<file path="config.mk">
export PLATFORM = sky130hd
export DESIGN_NAME = muldiv_sequencer_flat
export DESIGN_NICKNAME = d
export VERILOG_FILES = /design/src/rtl/muldiv_sequencer_if.sv /design/src/rtl/muldiv_sequencer.sv /design/src/flat_wrapper.sv
export SDC_FILE = /design/constraint.sdc
export NUM_CORES = 2
export LEC_CHECK = 0
export CORE_AREA = 5 5 280 350
export CTS_CLUSTER_SIZE = 40
export DETAILED_ROUTE_END_ITERATION = 10
export DIE_AREA = 0 0 285 355
export PLACE_DENSITY_LB_ADDON = 0.25
export SKIP_LAST_GASP = 1
export SYNTH_ARGS = -nofsm -noshare
export SYNTH_HDL_FRONTEND = slang
export SYNTH_SLANG_ARGS = --single-unit
</file>
<file path="constraint.sdc">
create_clock -name clk -period 10 [get_ports clk]
set_input_delay 2 -clock clk [delete_from_list [all_inputs] [get_ports clk]]
set_output_delay 2 -clock clk [all_outputs]
set_load 0.05 [all_outputs]
</file>
<file path="src/rtl/muldiv_sequencer_if.sv">
// Controller <-> RV32M multiply/divide sequencer handshake and operand/result bus.
interface muldiv_sequencer_if #(
    parameter int unsigned XLEN = 32
) ();
    logic            start_;
    logic [2:0]      funct3;
    logic [XLEN-1:0] rs1_value;
    logic [XLEN-1:0] rs2_value;
    logic            flush_;
    logic            stall_;
    logic            done_;
    logic [XLEN-1:0] result_;

    // Controller side: issues ops and flushes, watches stall/done/result.
    modport master (
        output start_, funct3, rs1_value, rs2_value, flush_,
        input  stall_, done_, result_
    );

    // Execution unit side.
    modport slave (
        input  start_, funct3, rs1_value, rs2_value, flush_,
        output stall_, done_, result_
    );
endinterface

</file>
<file path="src/rtl/muldiv_sequencer.sv">
// Multi-cycle RV32M execution unit: fixed-latency multiply, iterative restoring divide.
// Stalls the pipeline while busy and pulses done_ for one cycle with the result.
module muldiv_sequencer #(
    parameter int unsigned XLEN    = 32,
    parameter int unsigned MUL_LAT = 2
) (
    input logic               clk,
    input logic               rst,
    muldiv_sequencer_if.slave mdu
);
    localparam int unsigned CntMax = (XLEN > MUL_LAT) ? XLEN : MUL_LAT;
    localparam int unsigned CntW   = (CntMax > 1) ? $clog2(CntMax) : 1;

    typedef enum logic [1:0] {StIdle, StMul, StDiv, StDone} state_e;

    state_e          state_q, state_d;
    logic [CntW-1:0] cnt_q, cnt_d;
    logic [2:0]      funct3_q, funct3_d;
    logic [XLEN-1:0] op_a_q, op_a_d;
    logic [XLEN-1:0] op_b_q, op_b_d;
    logic [XLEN-1:0] rem_q, rem_d;
    logic [XLEN-1:0] quo_q, quo_d;
    logic [XLEN-1:0] result_q, result_d;

    // Request decode in IDLE.
    logic            accept;
    logic            in_signed;
    logic            in_div_zero;
    logic            in_overflow;
    logic            in_special;
    logic [XLEN-1:0] in_special_res;
    logic [XLEN-1:0] in_dividend_mag;

    // Multiply datapath.
    logic            mul_a_sx, mul_b_sx;
    logic [XLEN:0]   mul_a_ext, mul_b_ext;
    logic [2*XLEN-1:0] mul_a_wide, mul_b_wide, mul_prod;
    logic [XLEN-1:0] mul_res;

    // Divide datapath.
    logic            div_signed;
    logic            q_neg, r_neg;
    logic [XLEN-1:0] div_mag;
    logic [XLEN:0]   div_trial, div_diff;
    logic            q_bit;
    logic [XLEN-1:0] rem_step, quo_step;
    logic [XLEN-1:0] div_res;

    logic stall, done;

    // Request decode and divide special-case detection on the incoming operands.
    always_comb begin
        accept          = (state_q == StIdle) && mdu.start_ && !mdu.flush_;
        in_signed       = ~mdu.funct3[0];
        in_div_zero     = (mdu.rs2_value == '0);
        in_overflow     = in_signed && (mdu.rs1_value == {1'b1, {(XLEN-1){1'b0}}})
                          && (mdu.rs2_value == '1);
        in_special      = in_div_zero || in_overflow;
        // funct3[1] selects remainder; overflow quotient equals rs1 (the most negative value).
        if (mdu.funct3[1]) begin
            in_special_res = in_div_zero ? mdu.rs1_value : '0;
        end else begin
            in_special_res = in_div_zero ? '1 : mdu.rs1_value;
        end
        in_dividend_mag = (in_signed && mdu.rs1_value[XLEN-1]) ? -mdu.rs1_value : mdu.rs1_value;
    end

    // Multiply: extend to XLEN+1 by op signedness, then to 2*XLEN; low 2*XLEN bits are exact.
    always_comb begin
        mul_a_sx   = (funct3_q[1:0] != 2'b11);
        mul_b_sx   = (funct3_q[1:0] == 2'b01);
        mul_a_ext  = {mul_a_sx & op_a_q[XLEN-1], op_a_q};
        mul_b_ext  = {mul_b_sx & op_b_q[XLEN-1], op_b_q};
        mul_a_wide = {{(XLEN-1){mul_a_ext[XLEN]}}, mul_a_ext};
        mul_b_wide = {{(XLEN-1){mul_b_ext[XLEN]}}, mul_b_ext};
        mul_prod   = mul_a_wide * mul_b_wide;
        mul_res    = (funct3_q[1:0] == 2'b00) ? mul_prod[XLEN-1:0] : mul_prod[2*XLEN-1:XLEN];
    end

    // Divide: one restoring step on magnitudes; quo_q shifts dividend out and quotient in.
    always_comb begin
        div_signed = ~funct3_q[0];
        q_neg      = div_signed && (op_a_q[XLEN-1] ^ op_b_q[XLEN-1]);
        r_neg      = div_signed && op_a_q[XLEN-1];
        div_mag    = (div_signed && op_b_q[XLEN-1]) ? -op_b_q : op_b_q;
        div_trial  = {rem_q, quo_q[XLEN-1]};
        div_diff   = div_trial - {1'b0, div_mag};
        q_bit      = ~div_diff[XLEN];
        rem_step   = q_bit ? div_diff[XLEN-1:0] : div_trial[XLEN-1:0];
        quo_step   = {quo_q[XLEN-2:0], q_bit};
        if (funct3_q[1]) begin
            div_res = r_neg ? -rem_step : rem_step;
        end else begin
            div_res = q_neg ? -quo_step : quo_step;
        end
    end

    // State and datapath registers; synchronous reset.
    always_ff @(posedge clk) begin
        if (rst) begin
            state_q  <= StIdle;
            cnt_q    <= '0;
            funct3_q <= '0;
            op_a_q   <= '0;
            op_b_q   <= '0;
            rem_q    <= '0;
            quo_q    <= '0;
            result_q <= '0;
        end else begin
            state_q  <= state_d;
            cnt_q    <= cnt_d;
            funct3_q <= funct3_d;
            op_a_q   <= op_a_d;
            op_b_q   <= op_b_d;
            rem_q    <= rem_d;
            quo_q    <= quo_d;
            result_q <= result_d;
        end
    end

    // Next-state logic; flush_ returns to IDLE from any state.
    always_comb begin
        state_d = state_q;
        unique case (state_q)
            StIdle: begin
                if (accept) begin
                    if (!mdu.funct3[2]) begin
                        state_d = StMul;
                    end else if (in_special) begin
                        state_d = StDone;
                    end else begin
                        state_d = StDiv;
                    end
                end
            end
            StMul:   if (cnt_q == '0) state_d = StDone;
            StDiv:   if (cnt_q == '0) state_d = StDone;
            StDone:  state_d = StIdle;
            default: state_d = StIdle;
        endcase
        if (mdu.flush_) begin
            state_d = StIdle;
        end
    end

    // Datapath next values; result_ only loads on a non-flushed transition into DONE.
    always_comb begin
        cnt_d    = cnt_q;
        funct3_d = funct3_q;
        op_a_d   = op_a_q;
        op_b_d   = op_b_q;
        rem_d    = rem_q;
        quo_d    = quo_q;
        result_d = result_q;
        unique case (state_q)
            StIdle: begin
                if (accept) begin
                    funct3_d = mdu.funct3;
                    op_a_d   = mdu.rs1_value;
                    op_b_d   = mdu.rs2_value;
                    rem_d    = '0;
                    quo_d    = in_dividend_mag;
                    cnt_d    = mdu.funct3[2] ? CntW'(XLEN - 1) : CntW'(MUL_LAT - 1);
                    if (mdu.funct3[2] && in_special) begin
                        result_d = in_special_res;
                    end
                end
            end
            StMul: begin
                if (cnt_q != '0) begin
                    cnt_d = cnt_q - 1'b1;
                end else if (!mdu.flush_) begin
                    result_d = mul_res;
                end
            end
            StDiv: begin
                rem_d = rem_step;
                quo_d = quo_step;
                if (cnt_q != '0) begin
                    cnt_d = cnt_q - 1'b1;
                end else if (!mdu.flush_) begin
                    result_d = div_res;
                end
            end
            default: ;
        endcase
    end

    // Outputs: stall while busy or accepting; done_ only in DONE.
    always_comb begin
        stall = 1'b0;
        done  = 1'b0;
        unique case (state_q)
            StIdle:  stall = accept;
            StMul:   stall = 1'b1;
            StDiv:   stall = 1'b1;
            StDone:  done  = 1'b1;
            default: ;
        endcase
    end

    assign mdu.stall_  = stall;
    assign mdu.done_   = done;
    assign mdu.result_ = result_q;

endmodule

</file>
<file path="src/flat_wrapper.sv">
// flat-port wrapper written by rule: the top's interface ports become plain ports
module muldiv_sequencer_flat 
#(
    parameter int unsigned XLEN    = 32,
    parameter int unsigned MUL_LAT = 2
)
  (clk, rst, mdu_start_, mdu_funct3, mdu_rs1_value, mdu_rs2_value, mdu_flush_, mdu_stall_, mdu_done_, mdu_result_);
  muldiv_sequencer_if #(.XLEN(XLEN)) mdu_i ();
  input logic clk;
  input logic rst;
  input wire logic [$bits(mdu_i.start_)-1:0] mdu_start_;
  input wire logic [$bits(mdu_i.funct3)-1:0] mdu_funct3;
  input wire logic [$bits(mdu_i.rs1_value)-1:0] mdu_rs1_value;
  input wire logic [$bits(mdu_i.rs2_value)-1:0] mdu_rs2_value;
  input wire logic [$bits(mdu_i.flush_)-1:0] mdu_flush_;
  output wire logic [$bits(mdu_i.stall_)-1:0] mdu_stall_;
  output wire logic [$bits(mdu_i.done_)-1:0] mdu_done_;
  output wire logic [$bits(mdu_i.result_)-1:0] mdu_result_;
  assign mdu_i.start_ = mdu_start_;
  assign mdu_i.funct3 = mdu_funct3;
  assign mdu_i.rs1_value = mdu_rs1_value;
  assign mdu_i.rs2_value = mdu_rs2_value;
  assign mdu_i.flush_ = mdu_flush_;
  assign mdu_stall_ = mdu_i.stall_;
  assign mdu_done_ = mdu_i.done_;
  assign mdu_result_ = mdu_i.result_;
  muldiv_sequencer #(.XLEN(XLEN), .MUL_LAT(MUL_LAT)) u_core (.clk(clk), .rst(rst), .mdu(mdu_i));
endmodule
</file>
Yosys cells after proc, flatten, opt, wreduce, memory -nomap -nowiden. Cells that the tools add are included.

Register bits after elaboration: 169. Output and inout bits: 34. Word-level logic and storage cells: 94. Input bits: 71.

Equality and inequality tests: 15. Reductions and logical operators: 26. Muxes and demuxes: 32. Bitwise logic cells: 6. Multipliers: 1. Add/sub/neg operators: 6.

Operators with widths (number): $mux 32 (18); $neg 32->32 (4); $pmux 32 s2 (2); $pmux 32 s3 (1); $eq 32x32->1 const B (2); $mul 33x33->64 (1); $sub 33x32->33 (1); $logic_not 32->1 (1); $mux 5 (3); $ne 2x2->1 const B (6); $pmux 5 s2 (1); $logic_and 1x1->1 (9); $reduce_and 7->1 (1); $mux 2 (3); $ne 2x1->1 const B (3); $pmux 2 s3 (1); $reduce_and 2->1 (3); $logic_not 5->1 (1); $reduce_bool 5->1 (1); $sub 5x1->5 const B (1); $eq 2x1->1 const B (2); $eq 2x2->1 const B (2); $logic_not 2->1 (2); $reduce_bool 2->1 (2); other kinds (10) (15).

Longest topological paths before layout.
Word-level depth: 11. Mapped depth: 33. Gate-level depth less buffers: 30.

Worst setup path after synthesis. No wires, ideal clock.

Kind: register -> register. Start point: register u_core.op_a_q[31]. End point: register u_core.result_q[28] (netlist: u_core.mdu.result_[28]). Clock period less this slack: 8.262 ns. Required time: 9.909 ns. Arrival: 8.171 ns. Buffers on the path: 2. Cell stages (with the launch flop): 32. Setup slack: 1.738 ns. Cell sequence: dfxtp_1 > clkbuf_1 > a21boi_0 > clkbuf_1 > nand2_1 > inv_1 > fa_1 > inv_1 > fa_1 > inv_1 > fa_1 > fa_1 > inv_1 > fa_1 > inv_1 > fa_1 > inv_1 > fa_1 > fa_1 > inv_1 > ha_1 > a21oi_1 > and2_1 > nor2b_1 > o21ai_0 > nand2b_1 > o31ai_1 > a21boi_0 > o31ai_1 > xnor2_1 > nand2_1 > a311oi_1.

Longest elaborated chain between the ends: 7.

Ends and longest elaborated chain: start: declaration (line muldiv_sequencer.sv:19) `logic [XLEN-1:0] op_a_q, op_a_d;`; start signal: assignment (line muldiv_sequencer.sv:113) `op_a_q <= op_a_d;`; parallel branches: the longest is 6 deep, another holds $mul 33x33->64; $pmux 32 s3 * (line muldiv_sequencer.sv:155) `unique case (state_q)`; end signal: assignment (line muldiv_sequencer.sv:117) `result_q <= result_d;`; end: declaration (line muldiv_sequencer.sv:23) `logic [XLEN-1:0] result_q, result_d;`.

Every way passes the cells marked *. The select of a mux whose other input is x is not followed. A chain may end at the register's enable or synchronous reset.

Worst setup path in the final report.
Start point: register u_core.op_b_q[9]. End point: register u_core.result_q[26] (netlist: u_core.mdu.result_[26]).

Longest elaborated chain between the ends: 10.

Ends and longest elaborated chain: start: declaration (line muldiv_sequencer.sv:20) `logic [XLEN-1:0] op_b_q, op_b_d;`; start signal: assignment (line muldiv_sequencer.sv:114) `op_b_q <= op_b_d;`; $neg 32->32 (line muldiv_sequencer.sv:85) `div_mag = (div_signed && op_b_q[XLEN-1]) ? -op_b_q : op_b_q;`; $mux 32 (line muldiv_sequencer.sv:85); $sub 33x32->33 (line muldiv_sequencer.sv:87) `div_diff = div_trial - {1'b0, div_mag};`; $mux 32 / $not 1->1 (equally long branches) (line muldiv_sequencer.sv:89, muldiv_sequencer.sv:88); $neg 32->32, on equally long branches (line muldiv_sequencer.sv:92, muldiv_sequencer.sv:94); $mux 32, on equally long branches (line muldiv_sequencer.sv:92, muldiv_sequencer.sv:94); $mux 32 (line muldiv_sequencer.sv:91) `if (funct3_q[1]) begin`; $mux 32 (line muldiv_sequencer.sv:181) `end else if (!mdu.flush_) begin`; $mux 32 (line muldiv_sequencer.sv:179) `if (cnt_q != '0) begin`; $pmux 32 s3 * (line muldiv_sequencer.sv:155).

Every way passes the cells marked *; elsewhere a longest branch is shown, timed or not. The select of a mux whose other input is x is not followed.

==> impl_results.md <==
- Status: completed
- Hold buffers post-CTS: 0
- Placed Cells: 7296
- Vias per inst: 5.832
- Mapped cell area: slightly above 0.05 sq mm
- CTS root buffer: clkbuf_16
- Fill cells: 8481
- # rows: 126
- Reg clk slew, reported paths: 0.09 ns
- Critical R2R Capture: u_core.mdu.result_[26]
- 1st-iter DRT viols: between 3000 and 4000
- Remaining antenna violation count: 0
- Worst setup SP type: register
- Critical path required time: 10.38 ns
- Multi-input logic area: 0.04187 sq mm
- Endpoints failing hold: 0
- CTS Buf Count: 17
- Synth top area share: 43.87%
- Slew Viols, Final: 0
- Clk sinks: 169
- Sum Neg Setup Slack: 0 ns
- Postcts setup bufs: 0
- Maximum VDD drop: roughly 0.13 mV
- Synthesis Warnings: 0
- CORE AREA: between 0.09 and 0.1 sq mm
- Worst-path fanout max: 19
- Die X: about 290 um
- Tcrit/Tclk final: 93.19%
- Sequential share of the synthesized area: 6.584%
- GR Util All Layers: 32.59%
- Total Routed Length: 163.3 mm
- Yosys top cell by area: fa_1
- WS Path Type: register to register
- Cell mode on critical path: fa_1
- Drt pass-1 iters: 6
- Final Instance Count excl. Fillers: 7329
- Pre-CTS WS: 0.8161 ns
- Critical-path top delay cell: dfxtp_1
- Critical path depth in cells: 25
- Most instantiated library cell after synthesis: inv_1
- RePlAce Congestion: 1.040
- Routed WL per cell: 22.28 um
- Chip height: approximately 360 um
- Via Count: 42750
- Clock Latency Late Sink: about 0.48 ns
- Register area: around 0.0034 sq mm
- Worst path bufs/invs: 4
- Dpl hpwl: around 130 mm
- CP endpoint: u_core.mdu.result_[26]
- Largest net degree at the start of global routing: between 70 and 80
- Tightest Pin Transition: about 1.2 ns
- Post-synth EDFFs: 0
- Max stage delay on crit path: 0.86 ns
- Final WS setup: roughly 0.68 ns
- GR Overflow Total: 0
- Max Buffers Root-to-Sink: 2
- Fin util: 57.41%
- CTS tree: built
- Residual DRC: 0
- Max H-tree Level: 4
- Share of cells above drive strength 1: under 10%
- Initial Util: a little over half
- RSZ-0062 raised after global routing: false
- Slew HR: 19.70%
- Worst setup path start: u_core.op_b_q[9]
- Critical path's top delay family: adder cells
- Leak: 24.63 nW
- RR Startpoint: u_core.op_b_q[9]
- Final nets: 7552
- Resize count post-CTS: 0
- Vias in the first global route: around 45000
- P per Cell Area: 61.33 mW/mm^2
- Post-Syn Nets: between 7000 and 8000
- Commonest cells in the synthesized netlist: inv_1 (1233), nand2_1 (1194), fa_1 (1126)
- Post-route minimum period: 9.319 ns
- IO Pins: 105
- Syn Inst Count: 6235
- IO Port Bufs: 104
- Design Power: ~3.3 mW
- Global-route wire length before repair: 256.5 mm
- Synthesis-to-finish area growth: 5.154%
- Initial antenna violation count: 6
- Avg Inst Size Synth: 8.242 sq um
- FF-to-FF path depth: 25
- Final setup vio count: 0
- Crit. End Element: register
- Clk_skew: 0.02236 ns
- Synth area leaders: fa_1 (44%), inv_1 (9.0%), nand2_1 (8.7%)
- Critical Path AT: 9.70 ns
- Fmax: 107.3 MHz
- Die area: 0.1012 sq mm
- Yosys reg bits: 169
- Async SR Flop Fraction: 0%
- Synth cell types: 88
- R2r setup slk: 0.68 ns
- Max-Cap Viols: 0
- Class of the most critical hold timing path: register to register
- Prevailing post-synth register cell: dfxtp_1
-- cell families (layout without fill, tap and decap cells) --
group	Yosys count	in the layout	synth area share (%)
fa+ha+maj	1382	1382	50.10
simple gates	2021	2021	17.49
compound gates	805	805	9.761
other cells	0	2	0
flops	169	169	6.584
buf+inv	1627	1503	12.02
xor+xnor	201	201	3.426
mux	30	30	0.6160
-- routing by layer --
metal / part of all wire [%] / vias up / wire [um] / track usage, %
met1: 36 / 21580 / 58940 / 39.90
met3: 8.6 / 494 / 14070 / 5.522
met5: 0.029 / - / 47 / 0
li1: - / 18610 / - / -
met2: 49 / 2057 / 79890 / 55.86
met4: 6.4 / 6 / 10370 / 16.52
-- cell type report --
cell class                 count  area share (%)
inverter                    1235           8.579
clock buffer                  18          0.8127
clock inverter                13          0.2478
timing repair buffer         237           3.783
sequential                   169           6.277
antenna                        2        0.009262
tap                         1216           2.816
multi-input combinational   4439           77.48
-- how the worst min path moves through the flow --
stage	startpoint	end	slack [ns]	cells past startpoint
6_report	u_core.op_b_q[4]	u_core.op_b_q[4]	0.46	2
5_1_grt	u_core.op_a_q[3]	u_core.op_a_q[3]	0.48	2
4_1_cts	u_core.op_a_q[3]	u_core.op_a_q[3]	0.46	2
3_5_place_dp	u_core.op_a_q[3]	u_core.op_a_q[3]	0.45	2
3_3_place_gp	u_core.op_a_q[4]	u_core.op_a_q[4]	0.44	2
2_1_floorplan	u_core.quo_q[29]	u_core.quo_q[29]	0.45	2
-- power breakdown --
group	internal [mW]	total (mW)	switching [mW]	leakage (nW)
Combinational	0.617	1.80	1.18	23.0
Clock	0.358	0.708	0.350	0.289
Sequential	0.706	0.811	0.104	1.38
-- worst reg2reg max path, cell delays in order, from the launching register on --
cell,delay [ns]
dfxtp_1,0.86
buf_4,0.45
nand2_1,0.15
fa_1,0.55
fa_1,0.55
inv_1,0.06
fa_1,0.50
fa_1,0.52
inv_1,0.06
fa_1,0.56
fa_1,0.47
fa_1,0.51
inv_1,0.05
fa_1,0.45
ha_1,0.42
and2_1,0.28
nand2_1,0.10
a2111oi_0,0.73
o2bb2ai_1,0.35
nor3_1,0.43
o31ai_1,0.16
a21boi_0,0.40
o21ai_0,0.14
o31ai_1,0.09
o21ai_0,0.14
a211oi_1,0.24
-- state kept, by name (all words and copies together) (netlist names) --
name                cells
u_core.funct3_q         2
u_core.cnt_q            5
u_core.mdu.result_     32
u_core.op_a_q          32
u_core.state_q          2
u_core.rem_q           32
u_core.quo_q           32
u_core.op_b_q          32
-- stage by stage --
stage	hold WS, ns	area (sq um)
floorplan	0.4451	51390
global placement	0.4434	53460
finish	0.4614	54040
detailed placement	0.4476	53460
CTS	0.4570	54030
global route	0.4807	54030
-- layout by cell type, fill, tap and decap left out, types with 27 or more instances in the layout --
cell type / netlist / layout
inv_1: 1233 / 1233
xor2_1: 73 / 73
and2_1: 298 / 298
fa_1: 1126 / 1126
nand3_1: 47 / 47
nand4_1: 29 / 29
a211oi_1: 29 / 29
buf_4: 2 / 133
a21o_1: 50 / 50
ha_1: 256 / 255
a31oi_1: 27 / 27
o21ai_0: 173 / 173
nor3_1: 53 / 53
nor2_1: 257 / 255
nand2_1: 1194 / 1194
a21oi_1: 301 / 300
dfxtp_1: 169 / 162
clkdlybuf4s50_1: 0 / 102
xnor2_1: 128 / 128
(Power assumes the default switching activity.)
